### src/rtl/apu_issue_master_if.sv
// APU request/response bus between the issuing core and the FPU side.
// The master drives requests and consumes responses; the slave is the responder.
interface apu_issue_master_if #(
  parameter int ID_WIDTH        = 9,
  parameter int NB_ARGS         = 2,
  parameter int DATA_WIDTH      = 32,
  parameter int OPCODE_WIDTH    = 6,
  parameter int FLAGS_IN_WIDTH  = 15,
  parameter int FLAGS_OUT_WIDTH = 5
);
  // Request channel
  logic                          req;
  logic                          gnt;
  logic [ID_WIDTH-1:0]           id;
  logic [NB_ARGS*DATA_WIDTH-1:0] operands;
  logic [OPCODE_WIDTH-1:0]       op;
  logic [FLAGS_IN_WIDTH-1:0]     flags;

  // Response channel
  logic                          rready;
  logic                          rvalid;
  logic [DATA_WIDTH-1:0]         rdata;
  logic [FLAGS_OUT_WIDTH-1:0]    rflags;
  logic [ID_WIDTH-1:0]           rid;

  modport master (
    output req, id, operands, op, flags, rready,
    input  gnt, rvalid, rdata, rflags, rid
  );

  modport slave (
    input  req, id, operands, op, flags, rready,
    output gnt, rvalid, rdata, rflags, rid
  );
endinterface

### src/rtl/apu_issue_master.sv
// Initiator end of the APU protocol: takes core FP commands, issues them as
// tagged requests, matches returned tags to destination registers, buffers the
// responses (the responder ignores rready) and presents them as a writeback
// stream in arrival order while accumulating sticky status flags.
module apu_issue_master #(
  parameter int ID_WIDTH        = 9,
  parameter int NB_ARGS         = 2,
  parameter int DATA_WIDTH      = 32,
  parameter int OPCODE_WIDTH    = 6,
  parameter int FLAGS_IN_WIDTH  = 15,
  parameter int FLAGS_OUT_WIDTH = 5,
  parameter int WADDR_WIDTH     = 5,
  parameter int MAX_OUTSTANDING = 4
) (
  input  logic                          clk,
  input  logic                          rst_n,

  // Core command side
  input  logic                          cmd_valid_i,
  output logic                          cmd_ready_o,
  input  logic [NB_ARGS*DATA_WIDTH-1:0] cmd_operands_i,
  input  logic [OPCODE_WIDTH-1:0]       cmd_op_i,
  input  logic [FLAGS_IN_WIDTH-1:0]     cmd_flags_i,
  input  logic [WADDR_WIDTH-1:0]        cmd_waddr_i,

  // APU bus
  apu_issue_master_if.master            apu,

  // Writeback side
  output logic                          wb_valid_o,
  input  logic                          wb_ready_i,
  output logic [DATA_WIDTH-1:0]         wb_data_o,
  output logic [WADDR_WIDTH-1:0]        wb_waddr_o,
  output logic [FLAGS_OUT_WIDTH-1:0]    wb_flags_o,

  // Status
  output logic [FLAGS_OUT_WIDTH-1:0]    fflags_o,
  input  logic                          fflags_clr_i,
  output logic                          busy_o,
  output logic                          err_o
);

  localparam int SLOT_W = (MAX_OUTSTANDING > 1) ? $clog2(MAX_OUTSTANDING) : 1;
  localparam int CNT_W  = SLOT_W + 1;

  typedef enum logic {IDLE, REQ} state_t;

  state_t state_q, state_d;

  // Slot table: one entry per outstanding tag
  logic [MAX_OUTSTANDING-1:0] slot_busy_q;
  logic [MAX_OUTSTANDING-1:0] slot_issued_q;
  logic [WADDR_WIDTH-1:0]     slot_waddr_q [MAX_OUTSTANDING];

  // Request payload held until granted
  logic [NB_ARGS*DATA_WIDTH-1:0] operands_q;
  logic [OPCODE_WIDTH-1:0]       op_q;
  logic [FLAGS_IN_WIDTH-1:0]     flags_q;
  logic [SLOT_W-1:0]             id_q;

  // Response FIFO
  logic [DATA_WIDTH-1:0]      fifo_data_q  [MAX_OUTSTANDING];
  logic [FLAGS_OUT_WIDTH-1:0] fifo_flags_q [MAX_OUTSTANDING];
  logic [WADDR_WIDTH-1:0]     fifo_waddr_q [MAX_OUTSTANDING];
  logic [SLOT_W-1:0]          fifo_slot_q  [MAX_OUTSTANDING];
  logic [SLOT_W-1:0]          wr_ptr_q;
  logic [SLOT_W-1:0]          rd_ptr_q;
  logic [CNT_W-1:0]           cnt_q;

  logic [FLAGS_OUT_WIDTH-1:0] fflags_q;
  logic                       err_q;

  logic              free_exists;
  logic [SLOT_W-1:0] free_idx;
  logic              accept;
  logic              grant;
  logic              rid_in_range;
  logic [SLOT_W-1:0] rslot;
  logic              resp_ok;
  logic              push;
  logic              resp_err;
  logic              pop;
  logic [SLOT_W-1:0] head_slot;

  // Lowest-index free slot; scanning downward lets the lowest index win
  always_comb begin
    free_exists = 1'b0;
    free_idx    = '0;
    for (int i = MAX_OUTSTANDING - 1; i >= 0; i--) begin
      if (!slot_busy_q[i]) begin
        free_exists = 1'b1;
        free_idx    = SLOT_W'(i);
      end
    end
  end

  // A new command may be taken while idle, or in the same cycle the pending
  // request is granted so back-to-back requests need no bubble.
  assign cmd_ready_o = free_exists & ((state_q == IDLE) | apu.gnt);
  assign accept      = cmd_valid_i & cmd_ready_o;
  assign grant       = (state_q == REQ) & apu.gnt;

  // Range check done one bit wider so it stays correct when ID_WIDTH is
  // exactly log2(MAX_OUTSTANDING).
  assign rid_in_range = ({1'b0, apu.rid} < (ID_WIDTH + 1)'(MAX_OUTSTANDING));
  assign rslot        = apu.rid[SLOT_W-1:0];
  assign resp_ok      = rid_in_range & slot_busy_q[rslot] & slot_issued_q[rslot];
  assign push         = apu.rvalid & resp_ok;
  assign resp_err     = apu.rvalid & ~resp_ok;

  assign wb_valid_o = (cnt_q != '0);
  assign pop        = wb_valid_o & wb_ready_i;
  assign head_slot  = fifo_slot_q[rd_ptr_q];

  // Request FSM state register
  always_ff @(posedge clk or negedge rst_n) begin
    if (!rst_n) begin
      state_q <= IDLE;
    end else begin
      state_q <= state_d;
    end
  end

  // Request FSM next state
  always_comb begin
    state_d = state_q;
    case (state_q)
      IDLE:    if (accept) state_d = REQ;
      REQ:     if (apu.gnt && !accept) state_d = IDLE;
      default: state_d = IDLE;
    endcase
  end

  // Capture the accepted command's payload and tag
  always_ff @(posedge clk or negedge rst_n) begin
    if (!rst_n) begin
      operands_q <= '0;
      op_q       <= '0;
      flags_q    <= '0;
      id_q       <= '0;
    end else if (accept) begin
      operands_q <= cmd_operands_i;
      op_q       <= cmd_op_i;
      flags_q    <= cmd_flags_i;
      id_q       <= free_idx;
    end
  end

  // Slot lifecycle: allocate on accept, mark issued on grant, retire the
  // issued mark once its response is buffered (a repeat response for the
  // same tag is then an error), free on writeback pop.
  always_ff @(posedge clk or negedge rst_n) begin
    if (!rst_n) begin
      slot_busy_q   <= '0;
      slot_issued_q <= '0;
    end else begin
      if (pop)    slot_busy_q[head_slot] <= 1'b0;
      if (push)   slot_issued_q[rslot]   <= 1'b0;
      if (grant)  slot_issued_q[id_q]    <= 1'b1;
      if (accept) begin
        slot_busy_q[free_idx]   <= 1'b1;
        slot_issued_q[free_idx] <= 1'b0;
      end
    end
  end

  // Destination register per slot
  always_ff @(posedge clk) begin
    if (accept) slot_waddr_q[free_idx] <= cmd_waddr_i;
  end

  // Response FIFO storage
  always_ff @(posedge clk) begin
    if (push) begin
      fifo_data_q[wr_ptr_q]  <= apu.rdata;
      fifo_flags_q[wr_ptr_q] <= apu.rflags;
      fifo_waddr_q[wr_ptr_q] <= slot_waddr_q[rslot];
      fifo_slot_q[wr_ptr_q]  <= rslot;
    end
  end

  // Response FIFO pointers and occupancy; pointers wrap naturally
  always_ff @(posedge clk or negedge rst_n) begin
    if (!rst_n) begin
      wr_ptr_q <= '0;
      rd_ptr_q <= '0;
      cnt_q    <= '0;
    end else begin
      if (push) wr_ptr_q <= wr_ptr_q + 1'b1;
      if (pop)  rd_ptr_q <= rd_ptr_q + 1'b1;
      cnt_q <= cnt_q + CNT_W'(push) - CNT_W'(pop);
    end
  end

  // Sticky status flags; a clear coinciding with a pop keeps only the new flags
  always_ff @(posedge clk or negedge rst_n) begin
    if (!rst_n) begin
      fflags_q <= '0;
    end else if (pop) begin
      fflags_q <= (fflags_clr_i ? '0 : fflags_q) | wb_flags_o;
    end else if (fflags_clr_i) begin
      fflags_q <= '0;
    end
  end

  // Sticky protocol error on any unmatched response
  always_ff @(posedge clk or negedge rst_n) begin
    if (!rst_n) begin
      err_q <= 1'b0;
    end else if (resp_err) begin
      err_q <= 1'b1;
    end
  end

  // Head outputs are forced to zero when empty so nothing stale is visible
  assign wb_data_o  = wb_valid_o ? fifo_data_q[rd_ptr_q]  : '0;
  assign wb_waddr_o = wb_valid_o ? fifo_waddr_q[rd_ptr_q] : '0;
  assign wb_flags_o = wb_valid_o ? fifo_flags_q[rd_ptr_q] : '0;

  assign apu.req      = (state_q == REQ);
  assign apu.id       = ID_WIDTH'(id_q);
  assign apu.operands = operands_q;
  assign apu.op       = op_q;
  assign apu.flags    = flags_q;
  assign apu.rready   = 1'b1;

  assign fflags_o = fflags_q;
  assign err_o    = err_q;
  assign busy_o   = (|slot_busy_q) | (state_q == REQ);

endmodule
### src/flat_wrapper.sv
// flat-port wrapper written by rule: the top's interface ports become plain ports
module apu_issue_master_flat 
#(
  parameter int ID_WIDTH        = 9,
  parameter int NB_ARGS         = 2,
  parameter int DATA_WIDTH      = 32,
  parameter int OPCODE_WIDTH    = 6,
  parameter int FLAGS_IN_WIDTH  = 15,
  parameter int FLAGS_OUT_WIDTH = 5,
  parameter int WADDR_WIDTH     = 5,
  parameter int MAX_OUTSTANDING = 4
)
  (clk, rst_n, cmd_valid_i, cmd_ready_o, cmd_operands_i, cmd_op_i, cmd_flags_i, cmd_waddr_i, wb_valid_o, wb_ready_i, wb_data_o, wb_waddr_o, wb_flags_o, fflags_o, fflags_clr_i, busy_o, err_o, apu_req, apu_id, apu_operands, apu_op, apu_flags, apu_rready, apu_gnt, apu_rvalid, apu_rdata, apu_rflags, apu_rid);
  apu_issue_master_if #(.ID_WIDTH(ID_WIDTH), .NB_ARGS(NB_ARGS), .DATA_WIDTH(DATA_WIDTH), .OPCODE_WIDTH(OPCODE_WIDTH), .FLAGS_IN_WIDTH(FLAGS_IN_WIDTH), .FLAGS_OUT_WIDTH(FLAGS_OUT_WIDTH)) apu_i ();
  input  logic clk;
  input  logic rst_n;
  input  logic cmd_valid_i;
  output logic cmd_ready_o;
  input  logic [NB_ARGS*DATA_WIDTH-1:0] cmd_operands_i;
  input  logic [OPCODE_WIDTH-1:0] cmd_op_i;
  input  logic [FLAGS_IN_WIDTH-1:0] cmd_flags_i;
  input  logic [WADDR_WIDTH-1:0] cmd_waddr_i;
  output logic wb_valid_o;
  input  logic wb_ready_i;
  output logic [DATA_WIDTH-1:0] wb_data_o;
  output logic [WADDR_WIDTH-1:0] wb_waddr_o;
  output logic [FLAGS_OUT_WIDTH-1:0] wb_flags_o;
  output logic [FLAGS_OUT_WIDTH-1:0] fflags_o;
  input  logic fflags_clr_i;
  output logic busy_o;
  output logic err_o;
  output wire logic [$bits(apu_i.req)-1:0] apu_req;
  output wire logic [$bits(apu_i.id)-1:0] apu_id;
  output wire logic [$bits(apu_i.operands)-1:0] apu_operands;
  output wire logic [$bits(apu_i.op)-1:0] apu_op;
  output wire logic [$bits(apu_i.flags)-1:0] apu_flags;
  output wire logic [$bits(apu_i.rready)-1:0] apu_rready;
  input wire logic [$bits(apu_i.gnt)-1:0] apu_gnt;
  input wire logic [$bits(apu_i.rvalid)-1:0] apu_rvalid;
  input wire logic [$bits(apu_i.rdata)-1:0] apu_rdata;
  input wire logic [$bits(apu_i.rflags)-1:0] apu_rflags;
  input wire logic [$bits(apu_i.rid)-1:0] apu_rid;
  assign apu_req = apu_i.req;
  assign apu_id = apu_i.id;
  assign apu_operands = apu_i.operands;
  assign apu_op = apu_i.op;
  assign apu_flags = apu_i.flags;
  assign apu_rready = apu_i.rready;
  assign apu_i.gnt = apu_gnt;
  assign apu_i.rvalid = apu_rvalid;
  assign apu_i.rdata = apu_rdata;
  assign apu_i.rflags = apu_rflags;
  assign apu_i.rid = apu_rid;
  apu_issue_master #(.ID_WIDTH(ID_WIDTH), .NB_ARGS(NB_ARGS), .DATA_WIDTH(DATA_WIDTH), .OPCODE_WIDTH(OPCODE_WIDTH), .FLAGS_IN_WIDTH(FLAGS_IN_WIDTH), .FLAGS_OUT_WIDTH(FLAGS_OUT_WIDTH), .WADDR_WIDTH(WADDR_WIDTH), .MAX_OUTSTANDING(MAX_OUTSTANDING)) u_core (.clk(clk), .rst_n(rst_n), .cmd_valid_i(cmd_valid_i), .cmd_ready_o(cmd_ready_o), .cmd_operands_i(cmd_operands_i), .cmd_op_i(cmd_op_i), .cmd_flags_i(cmd_flags_i), .cmd_waddr_i(cmd_waddr_i), .apu(apu_i), .wb_valid_o(wb_valid_o), .wb_ready_i(wb_ready_i), .wb_data_o(wb_data_o), .wb_waddr_o(wb_waddr_o), .wb_flags_o(wb_flags_o), .fflags_o(fflags_o), .fflags_clr_i(fflags_clr_i), .busy_o(busy_o), .err_o(err_o));
endmodule
### config.mk
export PLATFORM = sky130hd
export DESIGN_NAME = apu_issue_master_flat
export DESIGN_NICKNAME = d
export VERILOG_FILES = /design/src/rtl/apu_issue_master_if.sv /design/src/rtl/apu_issue_master.sv /design/src/flat_wrapper.sv
export SDC_FILE = /design/constraint.sdc
export NUM_CORES = 1
export LEC_CHECK = 0
export CAP_MARGIN = 15
export CORE_UTILIZATION = 35
export DETAILED_ROUTE_END_ITERATION = 8
export SYNTH_ARGS = -nofsm -noshare
export SYNTH_HDL_FRONTEND = slang
export SYNTH_SLANG_ARGS = --single-unit
### constraint.sdc
create_clock -name clk -period 4.37 [get_ports clk]
set_input_delay 0.437 -clock clk [delete_from_list [all_inputs] [get_ports clk]]
set_output_delay 0.437 -clock clk [all_outputs]
set_load 0.01 [all_outputs]
==> flow_summary_export.csv, run 1 <==
group,metric,value,unit
cts,clock_insertion_delay_worst_skew,0.51,ns
synthesis,dominantRegCellSynth,"sky130_fd_sc_hd__edfxtp_1",
critical_path,critical_path.startpoint_type,"flop",
power,pwr_density_cell,587.6,nW/um^2
grt,grt_first_pass_wirelength,41.66,mm
detailed_routing,drt-wirelength-per-cell,19.30,um
grt,via_count_of_the_first_global_routing_pass,7142,
critical_path,worst_r2r_startpoint,"u_core.cnt_q[1]",
synthesis,netlist_area,11800,um^2
power,vdd_ir_drop_max,326.2,uV
sta,unrepaired_setup_endpoints_after_global_routing,"no",
cts,cts_made_buffers,35,
run_status,outcome,"finished clean",
sta,min_period,3.277,ns
sta,totalNegativeSetupSlack,0,ns
synthesis,synth_unique_cells,38,
detailed_routing,drt.antenna.violating_nets,0,
final_layout,layout-drive-gt1-share,18.45,%
sta,max_clock_freq,305.2,MHz
critical_path,r2r-end,"u_core.cnt_q[2]",
die,floorplan.die.height,185.6,um
die,boundaryPins,290,
cts,tritoncts_num_sinks,305,
critical_path,arrival,2.84,ns
power,p_total,9.603,mW
detailed_routing,vias_per_cell,4.658,
sta,worst_hold_slack,0.4498,ns
detailed_routing,drt_iter0_drcs,263,
die,dieWidth,185.6,um
cts,tritoncts,"done",
sta,setup_violations,0,
synthesis,synth_largest_type_area_fraction,49.89,%
die,start_util,35.89,%
critical_path,crit_path_top_delay_cell,"sky130_fd_sc_hd__dfrtp_2",
sta,hold_violations,0,
critical_path,worstRegToRegCells,9,
sta,timing_max_transition_violations_final,0,
min_path,worst_hold_path_type,"primary input to asynchronous set/reset pin",
critical_path,setup.worst_path.end_class,"primary output",
die,number_of_placement_rows,66,
cts,cts.htree.levels,2,
critical_path,setup_slack_of_the_worst_register_to_register_path,1.64,ns
synthesis,synth_area_leader,"sky130_fd_sc_hd__edfxtp_1",
synthesis,number_of_instances_in_the_synthesized_netlist,622,
final_layout,final_nets,1080,
die,design.die.area,34440,um^2
placement,dp.final_hpwl,18.17,mm
critical_path,timing.critical_path.fanout_max,17,
cts,cts.reportedPaths.clkPinSlew,0.06,ns
detailed_routing,drc,0,
cts,clockBufferDepth,3,
critical_path,worst_path_max_stage_delay,0.65,ns
synthesis,synth_area_per_cell,18.97,um^2
cts,cts_repair_resize_count,0,
sta,finClkSkew,0.01668,ns
synthesis,yosys_register_bits,305,
cts,ctsRootBufferMaster,"sky130_fd_sc_hd__clkbuf_16",
synthesis,synth_sequential_area_ratio,73.02,%
synthesis,synth_top_cells_by_area,"sky130_fd_sc_hd__edfxtp_1, sky130_fd_sc_hd__dfrtp_1, sky130_fd_sc_hd__mux4_2",
grt,global_route.usage.total,16.21,%
sta,final_min_period_over_clock_period,74.99,%
critical_path,crit_buf_inv,2,
grt,overflow_left_after_global_routing,0,
placement,finalWeightedCongestion,0.7551,
synthesis,synth.yosys.warnings,0,
synthesis,synth_async_sr_flop_share,35.74,%
final_layout,final_util,49.73,%
critical_path,worst_ep_required_time,3.93,ns
detailed_routing,drtPass1Iterations,4,
placement,portBuffers,281,
critical_path,crit_chain,"buf_4 -> mux4_2 -> nor2b_1 -> clkdlybuf4s50_1",
die,core_area,32870,um^2
detailed_routing,detailroute.via_count,6517,
job,cap_viol_max_count,0,
critical_path,path_class,"flop to primary output",
synthesis,synth_edf_count,196,
final_layout,nFillCells,2826,
sta,relative_max_transition_margin,36.01,%
grt,grt_max_degree,87,
sta,worst_slew_pin_slew,0.9525,ns
power,leakagePower,5.879,nW
critical_path,largest_delay_share_family_worst_path,"buffers and inverters",
grt,grt_antenna_before_repair,2,
final_layout,syn_to_final_growth,38.54,%
detailed_routing,wl,27.00,mm
[worst max-delay path by stage]
stage / depth (start not counted) / slack [ns] / startpoint / endpoint
2_1_floorplan: 4 / 1.54 / apu_rid[1] / u_core.fifo_data_q[0][0]
3_3_place_gp: 6 / 1.35 / apu_rid[1] / u_core.fifo_data_q[2][18]
3_5_place_dp: 6 / 1.31 / apu_rid[1] / u_core.fifo_data_q[0][23]
4_1_cts: 4 / 1.00 / u_core.rd_ptr_q[0] / wb_flags_o[1]
5_1_grt: 4 / 0.90 / u_core.rd_ptr_q[0] / wb_data_o[9]
6_report: 4 / 1.09 / u_core.rd_ptr_q[0] / wb_flags_o[1]
[placed cells by master, fill, tap and decap left out, types with 6 or more instances in the layout]
cell type | synthesis | routed
sky130_fd_sc_hd__a21oi_1 | 6 | 6
sky130_fd_sc_hd__buf_4 | 12 | 15
sky130_fd_sc_hd__bufinv_16 | 0 | 6
sky130_fd_sc_hd__clkbuf_16 | 0 | 36
sky130_fd_sc_hd__clkdlybuf4s50_1 | 0 | 280
sky130_fd_sc_hd__conb_1 | 2 | 8
sky130_fd_sc_hd__dfrtp_1 | 109 | 107
sky130_fd_sc_hd__edfxtp_1 | 196 | 196
sky130_fd_sc_hd__ha_1 | 6 | 6
sky130_fd_sc_hd__inv_1 | 13 | 13
sky130_fd_sc_hd__mux2_1 | 40 | 40
sky130_fd_sc_hd__mux2_2 | 46 | 46
sky130_fd_sc_hd__mux4_2 | 50 | 50
sky130_fd_sc_hd__nand2_1 | 24 | 24
sky130_fd_sc_hd__nor2_1 | 7 | 7
sky130_fd_sc_hd__nor2b_1 | 42 | 42
sky130_fd_sc_hd__o21ai_0 | 10 | 10
[synth_stat cells, types with 2 or more instances]
master	instances
sky130_fd_sc_hd__nor3_1	4
sky130_fd_sc_hd__mux4_2	50
sky130_fd_sc_hd__o21ai_0	10
sky130_fd_sc_hd__mux2_2	46
sky130_fd_sc_hd__clkbuf_1	7
sky130_fd_sc_hd__a21o_1	2
sky130_fd_sc_hd__buf_6	5
sky130_fd_sc_hd__nand2_1	24
sky130_fd_sc_hd__nor2_1	7
sky130_fd_sc_hd__edfxtp_1	196
sky130_fd_sc_hd__a21oi_1	6
sky130_fd_sc_hd__inv_1	13
sky130_fd_sc_hd__o31ai_1	3
sky130_fd_sc_hd__nand2b_1	3
sky130_fd_sc_hd__xnor2_1	5
sky130_fd_sc_hd__buf_2	9
sky130_fd_sc_hd__buf_4	12
sky130_fd_sc_hd__nand3_1	3
sky130_fd_sc_hd__nor2b_1	42
sky130_fd_sc_hd__conb_1	2
sky130_fd_sc_hd__ha_1	6
sky130_fd_sc_hd__dfrtp_1	109
sky130_fd_sc_hd__mux2_1	40
sky130_fd_sc_hd__and2_1	4
[what timing repair did]
action | 4_1_cts | 5_1_grt
buffers inserted | 0 | 0
hold endpoints to repair | 34 | 0
hold buffers | 1 | 0
[through the flow]
step	instance area [um^2]	cells	setup WS [ns]
global route	16340	1398	0.9015
detailed placement	15110	1333	1.315
floorplan	11820	628	1.538
global placement	15110	1333	1.348
finish	16340	1399	1.093
CTS	16330	1395	1.001
[logic make-up after synthesis]
group                    synth area share, %
AND/OR/NAND/NOR                        4.338
AO/OA/AOI/OAI                          1.358
multiplexers                           17.76
other                                0.06366
XOR/XNOR                              0.3712
flip-flops                             73.02
adder cells (fa/ha/maj)               0.8061
buffers and inverters                  2.291
[registers in the layout, summed over array words and instances (netlist names), 5 cells and up]
signal,count
u_core.apu.operands,64
u_core.apu.op,6
u_core.fflags_o,5
u_core.slot_waddr_q,20
u_core.fifo_slot_q,8
u_core.apu.flags,15
u_core.fifo_flags_q,20
u_core.fifo_data_q,128
u_core.fifo_waddr_q,20
[layout make-up]
class                           count  area, um^2  area share, %
Antenna cell                        3       7.507        0.04593
Clock buffer                       44       960.9          5.880
Clock inverter                     17       250.2          1.531
Inverter                           14       52.55         0.3215
Multi-Input combinational cell    276        2953          18.07
Sequential cell                   305        8616          52.72
Tap cell                          442       553.0          3.384
Timing Repair Buffer              298        2950          18.05
[layer usage]
| layer | GRT usage, % | part of all wire, % | vias up |
|---|---|---|---|
| met5 | 0 | 0 | - |
| met2 | 26.70 | 47 | 266 |
| met3 | 5.772 | 10 | 40 |
| li1 | - | - | 2961 |
| met1 | 19.80 | 41 | 3250 |
| met4 | 5.311 | 2.1 | 0 |
[where the power goes]
part / internal, mW / switching [mW] / leakage, nW
clock: 1.91 / 1.12 / 0.594
sequential: 3.42 / 0.289 / 3.04
combinational: 1.68 / 1.17 / 2.25
Note: power is estimated with default switching activity, not from simulation.
==> inputs of run 2 (changes only) <==
==> constraint.sdc (replaced) <==
create_clock -name clk -period 3.25 [get_ports clk]
set_input_delay 0.325 -clock clk [delete_from_list [all_inputs] [get_ports clk]]
set_output_delay 0.325 -clock clk [all_outputs]
set_load 0.01 [all_outputs]
==> flow_summary_export.csv, run 2 (synthesis results as in run 1) <==
group,metric,value,unit
run_status,outcome,"finished clean",
job,cap_viol_max_count,0,
final_layout,largest_register_ffs,128,
sta,final_setup_slack_of_the_worst_path,0.3993,ns
min_path,timing.hold.worst.start,"cmd_operands_i[56]",
sta,final_min_period_over_clock_period,87.71,%
final_layout,nFillCells,2848,
sta,max_clock_freq,350.8,MHz
cts,cts.reportedPaths.clkPinSlew,0.06,ns
sta,setup_violations,0,
critical_path,worst_r2r_startpoint,"u_core.cnt_q[1]",
final_layout,mostFrequentLayoutCell,"sky130_fd_sc_hd__clkdlybuf4s50_1",
critical_path,crit_chain,"buf_4 -> mux4_2 -> nor2b_1 -> clkdlybuf4s50_1",
critical_path,timing.critical_path.from,"u_core.rd_ptr_q[0]",
power,vdd_ir_drop_max,437.6,uV
placement,pre_cts_slack,0.5163,ns
placement,dp.final_hpwl,18.51,mm
cts,tritoncts,"done",
sta,hold_violations,0,
sta,totalNegativeSetupSlack,0,ns
die,design.die.area,34440,um^2
sta,worst_slew_pin_slew,0.7458,ns
die,floorplan.die.height,185.6,um
detailed_routing,drt_iter0_drcs,400,
power,leakagePower,5.879,nW
sta,worst_hold_slack,0.4178,ns
final_layout,final-instance-count-excl-fill,1404,
cts,ctsRootBufferMaster,"sky130_fd_sc_hd__clkbuf_16",
critical_path,crit_buf_inv,2,
final_layout,final_nets,1087,
die,start_util,35.89,%
grt,grt_antenna_before_repair,2,
placement,detailed_place.area,15280,um^2
detailed_routing,drt.antenna.violating_nets,0,
grt,global_route.usage.total,15.92,%
critical_path,critical_path.startpoint_type,"flop",
detailed_routing,wl,26.86,mm
sta,relative_max_transition_margin,50.09,%
power,p_total,12.54,mW
sta,finClkSkew,0.01712,ns
grt,overflow_left_after_global_routing,0,
detailed_routing,detailroute.via_count,6523,
cts,cts.htree.levels,2,
final_layout,stdcell_area,16350,um^2
critical_path,worst_path_max_stage_delay,0.53,ns
critical_path,worst_ep_required_time,2.92,ns
power,pwr_density_cell,766.9,nW/um^2
detailed_routing,drc,0,
cts,clockBufferDepth,3,
final_layout,ff_latch_area,8616,um^2
placement,finalWeightedCongestion,0.7366,
detailed_routing,vias_per_cell,4.646,
cts,clock_insertion_delay_worst_skew,0.50,ns
final_layout,regMostFlops,"u_core.fifo_data_q",
critical_path,setup.worst_path.end_class,"primary output",
detailed_routing,drtPass1Iterations,4,
final_layout,final_util,49.75,%
cts,tritoncts_num_sinks,305,
placement,dp.cells,1342,
detailed_routing,drt-wirelength-per-cell,19.13,um
cts,cts_made_buffers,34,
final_layout,layout-drive-gt1-share,18.54,%
die,number_of_placement_rows,66,
die,core_area,32870,um^2
sta,min_period,2.851,ns
sta,timing_max_transition_violations_final,0,
sta,unrepaired_setup_endpoints_after_global_routing,"no",
final_layout,multi_input_combinational_cell_area,2953,um^2
critical_path,path_class,"flop to primary output",
final_layout,most-common-layout-cells,"sky130_fd_sc_hd__clkdlybuf4s50_1, sky130_fd_sc_hd__edfxtp_1, sky130_fd_sc_hd__dfrtp_1",
die,dieWidth,185.6,um
critical_path,largest_delay_share_family_worst_path,"buffers and inverters",
final_layout,syn_to_final_growth,38.62,%
grt,grt_max_degree,58,
min_path,worst_hold_path_type,"primary input to flop",
critical_path,crit_path_top_delay_cell,"sky130_fd_sc_hd__dfrtp_2",
critical_path,timing.critical_path.fanout_max,9,
critical_path,arrival,2.53,ns
placement,portBuffers,281,
die,boundaryPins,290,
grt,grt_first_pass_wirelength,41.07,mm
grt,via_count_of_the_first_global_routing_pass,6951,
==> run 2: cell types whose count changed in the layout (fill, tap and decap cells not counted), sizes merged <==
cell / delta
clkinv: +2
bufinv: -4
diode: -1
clkbuf: +1
buf: +8
inv: -1
==> run 2: layout make-up <==
cell class | instances | area share (%)
multi-input cells | 276 | 18.06
clock buffers | 45 | 5.769
clock inverters | 14 | 0.7116
well taps | 442 | 3.382
diodes | 2 | 0.03061
flip-flops and latches | 305 | 52.69
inverters | 14 | 0.3214
repair buffers | 306 | 19.04
==> run 2: layer usage <==
layer / vias up / track usage [%] / part of all wire [%]
li1: 2972 / - / -
met1: 3258 / 20.48 / 42
met2: 261 / 25.02 / 46
met3: 32 / 6.046 / 10
met4: 0 / 4.656 / 2.1
met5: - / 0 / 0
==> run 2: worst paths after layout <==
| path | slack, ns | cells past startpoint | to |
|---|---|---|---|
| setup / recovery | 0.40 | 4 | wb_data_o[31] |
| max in group asynchronous | 2.04 | 3 | u_core.apu.operands[6] |
| hold / removal | 0.42 | 2 | u_core.apu.operands[56] |
| setup reg to reg | 0.88 | 9 | u_core.cnt_q[2] |
| min in group asynchronous | 0.44 | 2 | u_core.apu.operands[55] |
| hold reg to reg | 0.47 | 1 | u_core.err_o |
==> run 2: power breakdown <==
part / internal (mW) / switching, mW / total (mW) / leakage, nW
sequential: 4.60 / 0.354 / 4.96 / 3.04
clock: 2.19 / 1.46 / 3.65 / 0.523
combinational: 2.33 / 1.60 / 3.93 / 2.32
total: 9.13 / 3.41 / 12.5 / 5.88
==> run 2: repair_timing <==
action | 4_1_cts | 5_1_grt
hold endpoints to repair | 55 | 0
hold buffers | 1 | 0
setup buffers | 0 | 0
gates resized for setup | 0 | 0
==> run 2: worst register-to-register path: stages (launching register included) <==
cell,delay [ns]
sky130_fd_sc_hd__dfrtp_1,0.44
sky130_fd_sc_hd__o31ai_2,0.45
sky130_fd_sc_hd__clkinv_1,0.17
sky130_fd_sc_hd__ha_1,0.32
sky130_fd_sc_hd__inv_1,0.06
sky130_fd_sc_hd__ha_1,0.13
sky130_fd_sc_hd__inv_1,0.05
sky130_fd_sc_hd__fa_1,0.37
sky130_fd_sc_hd__xnor2_1,0.14
sky130_fd_sc_hd__xnor2_1,0.13
